[src/rtl/decodificador_passos_pkg.sv]
// decodificador_passos_pkg: shared step widths, FSM states and one-hot decode for the toy step logic
package decodificador_passos_pkg;
  localparam int PASSO_W = 3;
  localparam int N_PASSOS = 8;
  typedef enum logic [1:0] {ESPERA = 2'b00, RODANDO = 2'b01, ERRO = 2'b10} estado_t;
  function automatic logic [N_PASSOS-1:0] decod(input logic [PASSO_W-1:0] p);
    return {{(N_PASSOS-1){1'b0}}, 1'b1} << p;
  endfunction
endpackage

[src/rtl/decodificador_passos_filtro_estavel.sv]
// filtro_estavel: synchronises an asynchronous bus and strobes once when a code has been stable long enough
module filtro_estavel #(
  parameter int W = 3,
  parameter int SYNC_STAGES = 2,
  parameter int STABLE_CYCLES = 16,
  parameter int CNT_W = 5
) (
  input  logic         clk,
  input  logic         rst,
  input  logic [W-1:0] raw,
  output logic [W-1:0] cand,
  output logic         estavel
);
  logic [SYNC_STAGES-1:0][W-1:0] sync;
  logic [W-1:0] s;
  logic [CNT_W-1:0] cnt;
  assign s = sync[SYNC_STAGES-1];
  // strobe fires only on the cycle the count reaches its limit, so one stable run yields one strobe
  assign estavel = (s == cand) && (cnt == CNT_W'(STABLE_CYCLES - 2));
  always_ff @(posedge clk or posedge rst)
    if (rst) begin
      sync <= '0;
      cand <= '0;
      cnt  <= '0;
    end else begin
      sync <= {sync[SYNC_STAGES-2:0], raw};
      if (s != cand) begin
        cand <= s;
        cnt  <= '0;
      end else if (cnt < CNT_W'(STABLE_CYCLES - 1)) cnt <= cnt + 1'b1;
    end
endmodule

[src/rtl/decodificador_passos.sv]
// decodificador_passos: validates the divider's step counter and publishes clean step, one-hot and event pulses
module decodificador_passos
  import decodificador_passos_pkg::*;
#(
  parameter int SYNC_STAGES = 2,
  parameter int STABLE_CYCLES = 16,
  parameter int CNT_W = 5
) (
  input  logic                clock_entrada,
  input  logic                botao,
  input  logic                bit0,
  input  logic                bit1,
  input  logic                bit2,
  output logic [PASSO_W-1:0]  passo,
  output logic [N_PASSOS-1:0] passo_onehot,
  output logic                novo_passo,
  output logic                ciclo_completo,
  output logic                erro,
  output logic [1:0]          estado
);
  estado_t st;
  logic [PASSO_W-1:0] cand;
  logic estavel;
  filtro_estavel #(
    .W(PASSO_W), .SYNC_STAGES(SYNC_STAGES), .STABLE_CYCLES(STABLE_CYCLES), .CNT_W(CNT_W)
  ) u_filtro (
    .clk(clock_entrada), .rst(botao), .raw({bit2, bit1, bit0}), .cand(cand), .estavel(estavel)
  );
  assign estado = st;
  always_ff @(posedge clock_entrada or posedge botao)
    if (botao) begin
      st <= ESPERA;
      passo <= '0;
      passo_onehot <= '0;
      novo_passo <= 1'b0;
      ciclo_completo <= 1'b0;
      erro <= 1'b0;
    end else begin
      novo_passo <= 1'b0;
      ciclo_completo <= 1'b0;
      case (st)
        ESPERA:
          if (estavel) begin
            passo <= cand;
            passo_onehot <= decod(cand);
            novo_passo <= 1'b1;
            st <= RODANDO;
          end
        RODANDO:
          if (estavel && cand != passo) begin
            if (cand == passo + 1'b1) begin
              passo <= cand;
              passo_onehot <= decod(cand);
              novo_passo <= 1'b1;
              ciclo_completo <= (passo == PASSO_W'(N_PASSOS - 1));
            end else begin
              erro <= 1'b1;
              st <= ERRO;
            end
          end
        ERRO:
          if (estavel && cand == '0) begin
            passo <= '0;
            passo_onehot <= decod('0);
            novo_passo <= 1'b1;
            st <= RODANDO;
          end
        default: begin
          passo_onehot <= '0;
          st <= ESPERA;
        end
      endcase
    end
endmodule

[config.mk]
export PLATFORM = sky130hd
export DESIGN_NAME = decodificador_passos
export DESIGN_NICKNAME = d
export VERILOG_FILES = /design/src/rtl/decodificador_passos_pkg.sv /design/src/rtl/decodificador_passos_filtro_estavel.sv /design/src/rtl/decodificador_passos.sv
export SDC_FILE = /design/constraint.sdc
export NUM_CORES = 1
export LEC_CHECK = 0
export ABC_AREA = 1
export CELL_PAD_IN_SITES_DETAIL_PLACEMENT = 1
export CELL_PAD_IN_SITES_GLOBAL_PLACEMENT = 1
export CORE_UTILIZATION = 41
export CTS_CLUSTER_SIZE = 20
export DETAILED_ROUTE_END_ITERATION = 8
export GPL_ROUTABILITY_DRIVEN = 0
export GPL_TIMING_DRIVEN = 0
export PLACE_DENSITY_LB_ADDON = 0.15
export SETUP_SLACK_MARGIN = 0.02
export SLEW_MARGIN = 10
export SYNTH_ARGS = -nofsm -noshare
export SYNTH_HDL_FRONTEND = slang
export SYNTH_HIERARCHICAL = 1
export SYNTH_SLANG_ARGS = --single-unit
export TNS_END_PERCENT = 20
[constraint.sdc]
create_clock -name clock_entrada -period 2.2 [get_ports clock_entrada]
set_clock_uncertainty 0.2 [all_clocks]
set_input_delay 0.44 -clock clock_entrada [delete_from_list [all_inputs] [get_ports clock_entrada]]
set_output_delay 0.44 -clock clock_entrada [all_outputs]
set_load 0.01 [all_outputs]
==> results of run 1 <==
## worst max-delay path by stage
stage | start | endpoint | slack [ps] | cells past startpoint
2_1_floorplan | passo[0]$_DFFE_PP0P_ | passo[0]$_DFFE_PP0P_ | 350 | 10
3_3_place_gp | u_filtro/cand[0]$_DFFE_PP0N_ | passo_onehot[5]$_DFFE_PP0P_ | 80 | 11
3_5_place_dp | u_filtro/cand[0]$_DFFE_PP0N_ | passo_onehot[7]$_DFFE_PP0P_ | 20 | 11
4_1_cts | u_filtro/cand[0]$_DFFE_PP0N_ | passo_onehot[5]$_DFFE_PP0P_ | 80 | 11
5_1_grt | u_filtro/cand[0]$_DFFE_PP0N_ | passo_onehot[5]$_DFFE_PP0P_ | 20 | 11
6_report | passo[0]$_DFFE_PP0P_ | passo[2]$_DFFE_PP0P_ | 150 | 10
## critical path: cells and delay by family (launching register included)
| kind | cells | cell delay [ps] |
|---|---|---|
| adder cells (fa/ha/maj) | 2 | 520 |
| buffers and inverters | 2 | 210 |
| flip-flops | 1 | 450 |
| AND/OR/NAND/NOR | 6 | 590 |
## kinds of logic (layout without fill, tap and decap cells)
kind of cell	count (synthesis)	after routing	share of synthesized area, %
AOI/OAI and AO/OA	6	6	2.65
xor gates and xnor gates	3	3	3.18
adders and majority gates	4	4	3.03
buffers and inverters	29	61	7.73
DFF	30	30	45.5
and+or+nand+nor	116	116	37.9
## final cells by class
cell class,count,area [µm²],share of cell area [%]
multi-input cells,129,783,38.0
flip-flops and latches,30,752,36.5
repair buffers,24,230,11.2
inverters,23,86.3,4.19
clock buffers,5,68.8,3.34
well taps,48,60.1,2.91
plain buffers,6,41.3,2.00
clock inverters,3,40.0,1.94
## state kept, by name, summed over array words and instances, names as in the netlist
| signal | cells |
|---|---|
| ciclo_completo | 1 |
| erro | 1 |
| estado | 2 |
| novo_passo | 1 |
| passo | 3 |
| passo_onehot | 8 |
| u_filtro/cand | 3 |
| u_filtro/cnt | 5 |
| u_filtro/s | 3 |
| u_filtro/sync | 3 |
## Yosys cell counts (all sizes together)
cell type  number  area [µm²]
inv            23        86.3
clkbuf          3        11.3
nor2           20         111
o21ai           1        5.00
ha              4        50.1
a21oi           4        27.5
xnor2           2        43.8
nor3            4        25.0
o21bai          1        11.3
xor2            1        8.76
nand2          62         268
nand3          13         100
dfrtp          30         751
nand4          16         115
buf             3        30.0
nor4            1        6.26
## power by group through the flow
stage | registers, mW | clock network, mW | logic (mW)
final | 0.572 | 0.548 | 0.0850
after floorplan | 0.581 | 0 | 0.0591
after global placement | 0.582 | 0 | 0.0764
after global routing | 0.573 | 0.586 | 0.0960
after CTS | 0.573 | 0.566 | 0.0808
after detailed placement | 0.583 | 0 | 0.0799
## metrics by stage
step,util (%),setup slack [ps],std cells
after floorplan,-,349,188
after global placement,50.7,82.4,256
after detailed placement,50.7,18.0,256
after CTS,53.7,80.2,264
final,54.7,152,268
after global routing,54.7,19.4,268
## metal layers
layer  global-route usage, %  routed length [µm]  up-vias
met5                       0                   0        -
met4                    8.15                  38        0
met3                    4.69                 105        5
met2                    38.9                2020       17
met1                    22.9                1570      651
li1                        -                   -      664
## repair_timing
action / CTS / global route
pin swaps: 0 / 4
endpoints found under the setup margin: 8 / 11
buffers inserted: 0 / 4
resized for setup: 1 / 2
==> flow_metrics.env, run 1 <==
export IMPL_peakVddDrop_uv=377
export IMPL_die_x_um=65.4
export IMPL_max_clock_freq_mhz=488
export IMPL_end_kind="flip-flop"
export IMPL_p_total_mw=1.20
export IMPL_clkPwrFrac_pct=45.5
export IMPL_slew_headroom_pct=56.8
export IMPL_dp_hpwl_mm=2.85
export IMPL_setup_viol=0
export IMPL_cts_max_level=2
export IMPL_max_cap_viol_count=0
export IMPL_num_rows=22
export IMPL_syn_area_per_cell_um2=8.78
export IMPL_synth_cells=188
export IMPL_final_cell_area_um2=2060
export IMPL_clock_sinks=30
export IMPL_seqPwrFrac_pct=47.5
export IMPL_finalHoldViolCount=0
export IMPL_worstMarginPinSlew_ps=647
export IMPL_slowest_delay_ps=450
export IMPL_final_cell_mix="nand2_1 (52), dfrtp_1 (29), clkdlybuf4s50_1 (20)"
export IMPL_num_antenna_cells=0
export IMPL_ys_seq_area_share_pct=45.5
export IMPL_drive_above_1_share_pct=21.4
export IMPL_internal_power_uw=926
export IMPL_leakage_nw=1.02
export IMPL_synth_cell_types=29
export IMPL_cts_buffers=5
export IMPL_holdPathEnd="u_filtro/s[2]$_DFF_PP0_"
export IMPL_clkSlewWorstSetupHoldPaths_ps=70
export IMPL_area_growth_synth_to_final_pct=24.9
export IMPL_layout_nets=228
export IMPL_yosysWarnings=6
export IMPL_cp_data_arrival_time_ps=2070
export IMPL_antenna_found_initial=0
export IMPL_finalWirelength_mm=3.73
export IMPL_powerDensity_nw_per_um2=584
export IMPL_critPathRequiredTime_ps=2220
export IMPL_timing_hold_ws_ps=154
export IMPL_whs_path_depth=0
export IMPL_grt_use_total_pct=21.0
export IMPL_yosys_register_bits=30
export IMPL_initial_core_util_pct=43.8
export IMPL_first_global_vias=1410
export IMPL_slowest_stage="dfrtp_1"
export IMPL_cpMostUsedCell="nand2_1"
export IMPL_wl_per_cell_um=13.9
export IMPL_swShare_pct=23.1
export IMPL_io_pins=21
export IMPL_syn_area_um2=1650
export IMPL_n_fill_cell=444
export IMPL_tns_ps=0
export IMPL_slew_violations=0
export IMPL_fin_crit_ps=2050
export IMPL_layout_commonest_cell="nand2_1"
export IMPL_fin_crit_sh_pct=93.1
export IMPL_r2r_end="passo[2]$_DFFE_PP0P_"
export IMPL_grt_pass1_wl_mm=6.60
export IMPL_hold_start="u_filtro/sync[2]$_DFF_PP0_"
export IMPL_start_kind="flip-flop"
export IMPL_clk_latency_ps=280
export IMPL_ff2ff_setup_slack_ps=150
export IMPL_die_h_um=65.4
export IMPL_holdBufCountCts=0
export IMPL_die_area_um2=4280
export IMPL_drt_iter0_markers=65
export IMPL_combPwrFrac_pct=7.1
export IMPL_syn_nets=197
export IMPL_dr_pass1_iters=4
export IMPL_reg2reg_from="passo[0]$_DFFE_PP0P_"
export IMPL_rr_worst_depth=10
export IMPL_worstHoldPathType="flip-flop to flip-flop"
export IMPL_worstSetupPathType="flip-flop to flip-flop"
export IMPL_cts_tree="yes"
export IMPL_vias=1337
export IMPL_outcome="complete, no violations"
export IMPL_cts_max_path_buffers=2
export IMPL_cts_root_buf="clkbuf_8"
export IMPL_grt_overflow_total=0
export IMPL_placed_area_um2=1910
export IMPL_worstPathCellList="ha_1 > ha_1 > inv_1 > nand2_1 > nand2_1 > nand3_4 > nand2_4 > buf_6 > nand4_1 > nand2_1"
export IMPL_p_switching_uw=279
export IMPL_grt_max_degree=17
export IMPL_cp_max_fo=10
export IMPL_via_per_inst=4.99
export IMPL_io_buffers=20
export IMPL_coreArea_um2=3770
export IMPL_drc=0
export IMPL_drtAntennaViolNets=0
export IMPL_rsz0062_at_grt="no"
No activity file was read; power rests on OpenSTA's default activity.
==> run 2, diff against run 1 <==
Settings changed: CORE_UTILIZATION 41 to 47, DONT_BUFFER_PORTS set to 1, RECOVER_POWER set to 25.
==> run 2 against run 1 <==
Effect of this change:
- flip-flop and latch count stayed put
- clock-buffer cell count up 2
- largest cell class unchanged
- combinational power is 2.8% higher
- global-route usage is 1.4 points higher
- register-to-register slack barely moved
- largest power group unchanged
- non-clock buffer count decreased by 17
- die area fell by 12%
- total power down 17%
==> flow_metrics.env, run 2 (synthesized netlist as in run 1, its figures left out) <==
export IMPL_antenna_found_initial=0
export IMPL_layout_nets=211
export IMPL_max_flop_register="passo_onehot"
export IMPL_reg2reg_from="u_filtro/cand[2]$_DFFE_PP0N_"
export IMPL_cts_max_path_buffers=2
export IMPL_final_cell_mix="nand2_1 (51), dfrtp_1 (27), inv_1 (18)"
export IMPL_grt_max_degree=17
export IMPL_io_pins=21
export IMPL_drive_above_1_share_pct=23.6
export IMPL_setup_viol=0
export IMPL_pre_cts_slack_ps=-31.7
export IMPL_coreArea_um2=3340
export IMPL_start_kind="flip-flop"
export IMPL_initial_core_util_pct=49.5
export IMPL_fin_crit_sh_pct=92.9
export IMPL_die_x_um=61.3
export IMPL_dr_pass1_iters=5
export IMPL_r2r_end="passo_onehot[6]$_DFFE_PP0P_"
export IMPL_clk_latency_ps=330
export IMPL_outcome="complete, no violations"
export IMPL_top_regs="passo_onehot: 8 flops, u_filtro/cnt: 5 flops"
export IMPL_end_kind="flip-flop"
export IMPL_whs_path_depth=0
export IMPL_cp_data_arrival_time_ps=2050
export IMPL_rsz0062_at_grt="yes"
export IMPL_slew_violations=0
export IMPL_cp_max_fo=9
export IMPL_layout_commonest_cell="nand2_1"
export IMPL_largest_register_ff_count=8
export IMPL_fin_crit_ps=2040
export IMPL_seq_area_um2=754
export IMPL_stdcell_count=249
export IMPL_grt_use_total_pct=22.4
export IMPL_die_h_um=61.3
export IMPL_grt_overflow_total=0
export IMPL_via_per_inst=5.31
export IMPL_area_growth_synth_to_final_pct=12.7
export IMPL_multi_input_area_um2=797
export IMPL_clkSlewWorstSetupHoldPaths_ps=100
export IMPL_drc=0
export IMPL_p_total_uw=997
export IMPL_n_fill_cell=408
export IMPL_num_rows=21
export IMPL_clock_sinks=30
export IMPL_peakVddDrop_uv=349
export IMPL_ff2ff_setup_slack_ps=160
export IMPL_finalWirelength_mm=3.66
export IMPL_slew_headroom_pct=58.3
export IMPL_first_global_vias=1396
export IMPL_worstHoldPathType="flip-flop to flip-flop"
export IMPL_holdPathEnd="u_filtro/s[0]$_DFF_PP0_"
export IMPL_hold_start="u_filtro/sync[0]$_DFF_PP0_"
export IMPL_die_area_um2=3750
export IMPL_wl_per_cell_um=14.7
export IMPL_dp_hpwl_mm=2.67
export IMPL_finalHoldViolCount=0
export IMPL_rr_worst_depth=8
export IMPL_num_antenna_cells=0
export IMPL_tns_ps=0
export IMPL_io_buffers=0
export IMPL_worstMarginPinSlew_ps=625
export IMPL_critPathRequiredTime_ps=2200
export IMPL_leakage_nw=0.936
export IMPL_postLayoutCoreUtil_pct=55.7
export IMPL_drt_iter0_markers=40
export IMPL_cts_buffers=5
export IMPL_grt_pass1_wl_mm=6.04
export IMPL_drtAntennaViolNets=0
export IMPL_worstSetupPathType="flip-flop to flip-flop"
export IMPL_layout_setup_ws_ps=157
export IMPL_cts_root_buf="clkbuf_4"
export IMPL_cts_tree="yes"
export IMPL_max_cap_viol_count=0
export IMPL_max_clock_freq_mhz=490
export IMPL_powerDensity_nw_per_um2=536
export IMPL_vias=1322
export IMPL_cts_max_level=2
export IMPL_place_inst=234
==> run 2: area by class of cell <==
type	instances	share of cell area, %
clock inverter	1	0.269
tap	46	3.10
clock buffer	7	2.96
multi-input combinational	129	42.9
sequential	30	40.6
inverter	23	4.64
buffer	6	2.22
timing repair buffer	7	3.36
==> run 2: report_power, final <==
group / leakage [nW] / switching, mW / internal, mW
Clock: 0.0353 / 0.182 / 0.155
Sequential: 0.393 / 0.0112 / 0.561
Combinational: 0.507 / 0.0561 / 0.0314
==> run 2: worst max path at each step <==
stage                                  endpoint  cells past startpoint  slack [ps]                    startpoint
finish              passo_onehot[6]$_DFFE_PP0P_                      8         160  u_filtro/cand[2]$_DFFE_PP0N_
global placement    passo_onehot[4]$_DFFE_PP0P_                     11         120  u_filtro/cand[0]$_DFFE_PP0N_
CTS                 passo_onehot[6]$_DFFE_PP0P_                     11          40  u_filtro/cand[0]$_DFFE_PP0N_
floorplan                  passo[0]$_DFFE_PP0P_                     10         350          passo[0]$_DFFE_PP0P_
global route        passo_onehot[6]$_DFFE_PP0P_                     11          -7  u_filtro/cand[0]$_DFFE_PP0N_
detailed placement  passo_onehot[6]$_DFFE_PP0P_                     11         -30  u_filtro/cand[0]$_DFFE_PP0N_
==> run 2: timing repair <==
action,CTS,global route
hold buffers,4,0
endpoints found under the hold margin,33,0
setup buffers,0,3
pin swaps,0,1
gates resized for setup,1,6
endpoints found under the setup margin,8,12
==> run 2: critical path, stage by stage (launching register included) <==
cell and delay, ps:
dfrtp_1 480, xnor2_4 300, nand2_4 120, nor3_4 310, nand2_2 110, nand2_4 130
nand3_4 120, nand2_1 90, nand2_1 60
==> run 2: layer usage <==
layer	global-route usage (%)	part of all wire [%]	vias up
li1	-	-	628
met2	40.5	55	30
met4	10.1	1.3	0
met5	0	0	-
met3	5.88	3.6	6
met1	24.5	40	658
==> run 2: metrics by stage <==
step | cell area, µm² | hold WS, ps
4_1_cts | 1810 | 143
3_3_place_gp | 1710 | 131
3_5_place_dp | 1710 | 136
5_1_grt | 1860 | 153
6_report | 1860 | 138
2_1_floorplan | 1650 | 129
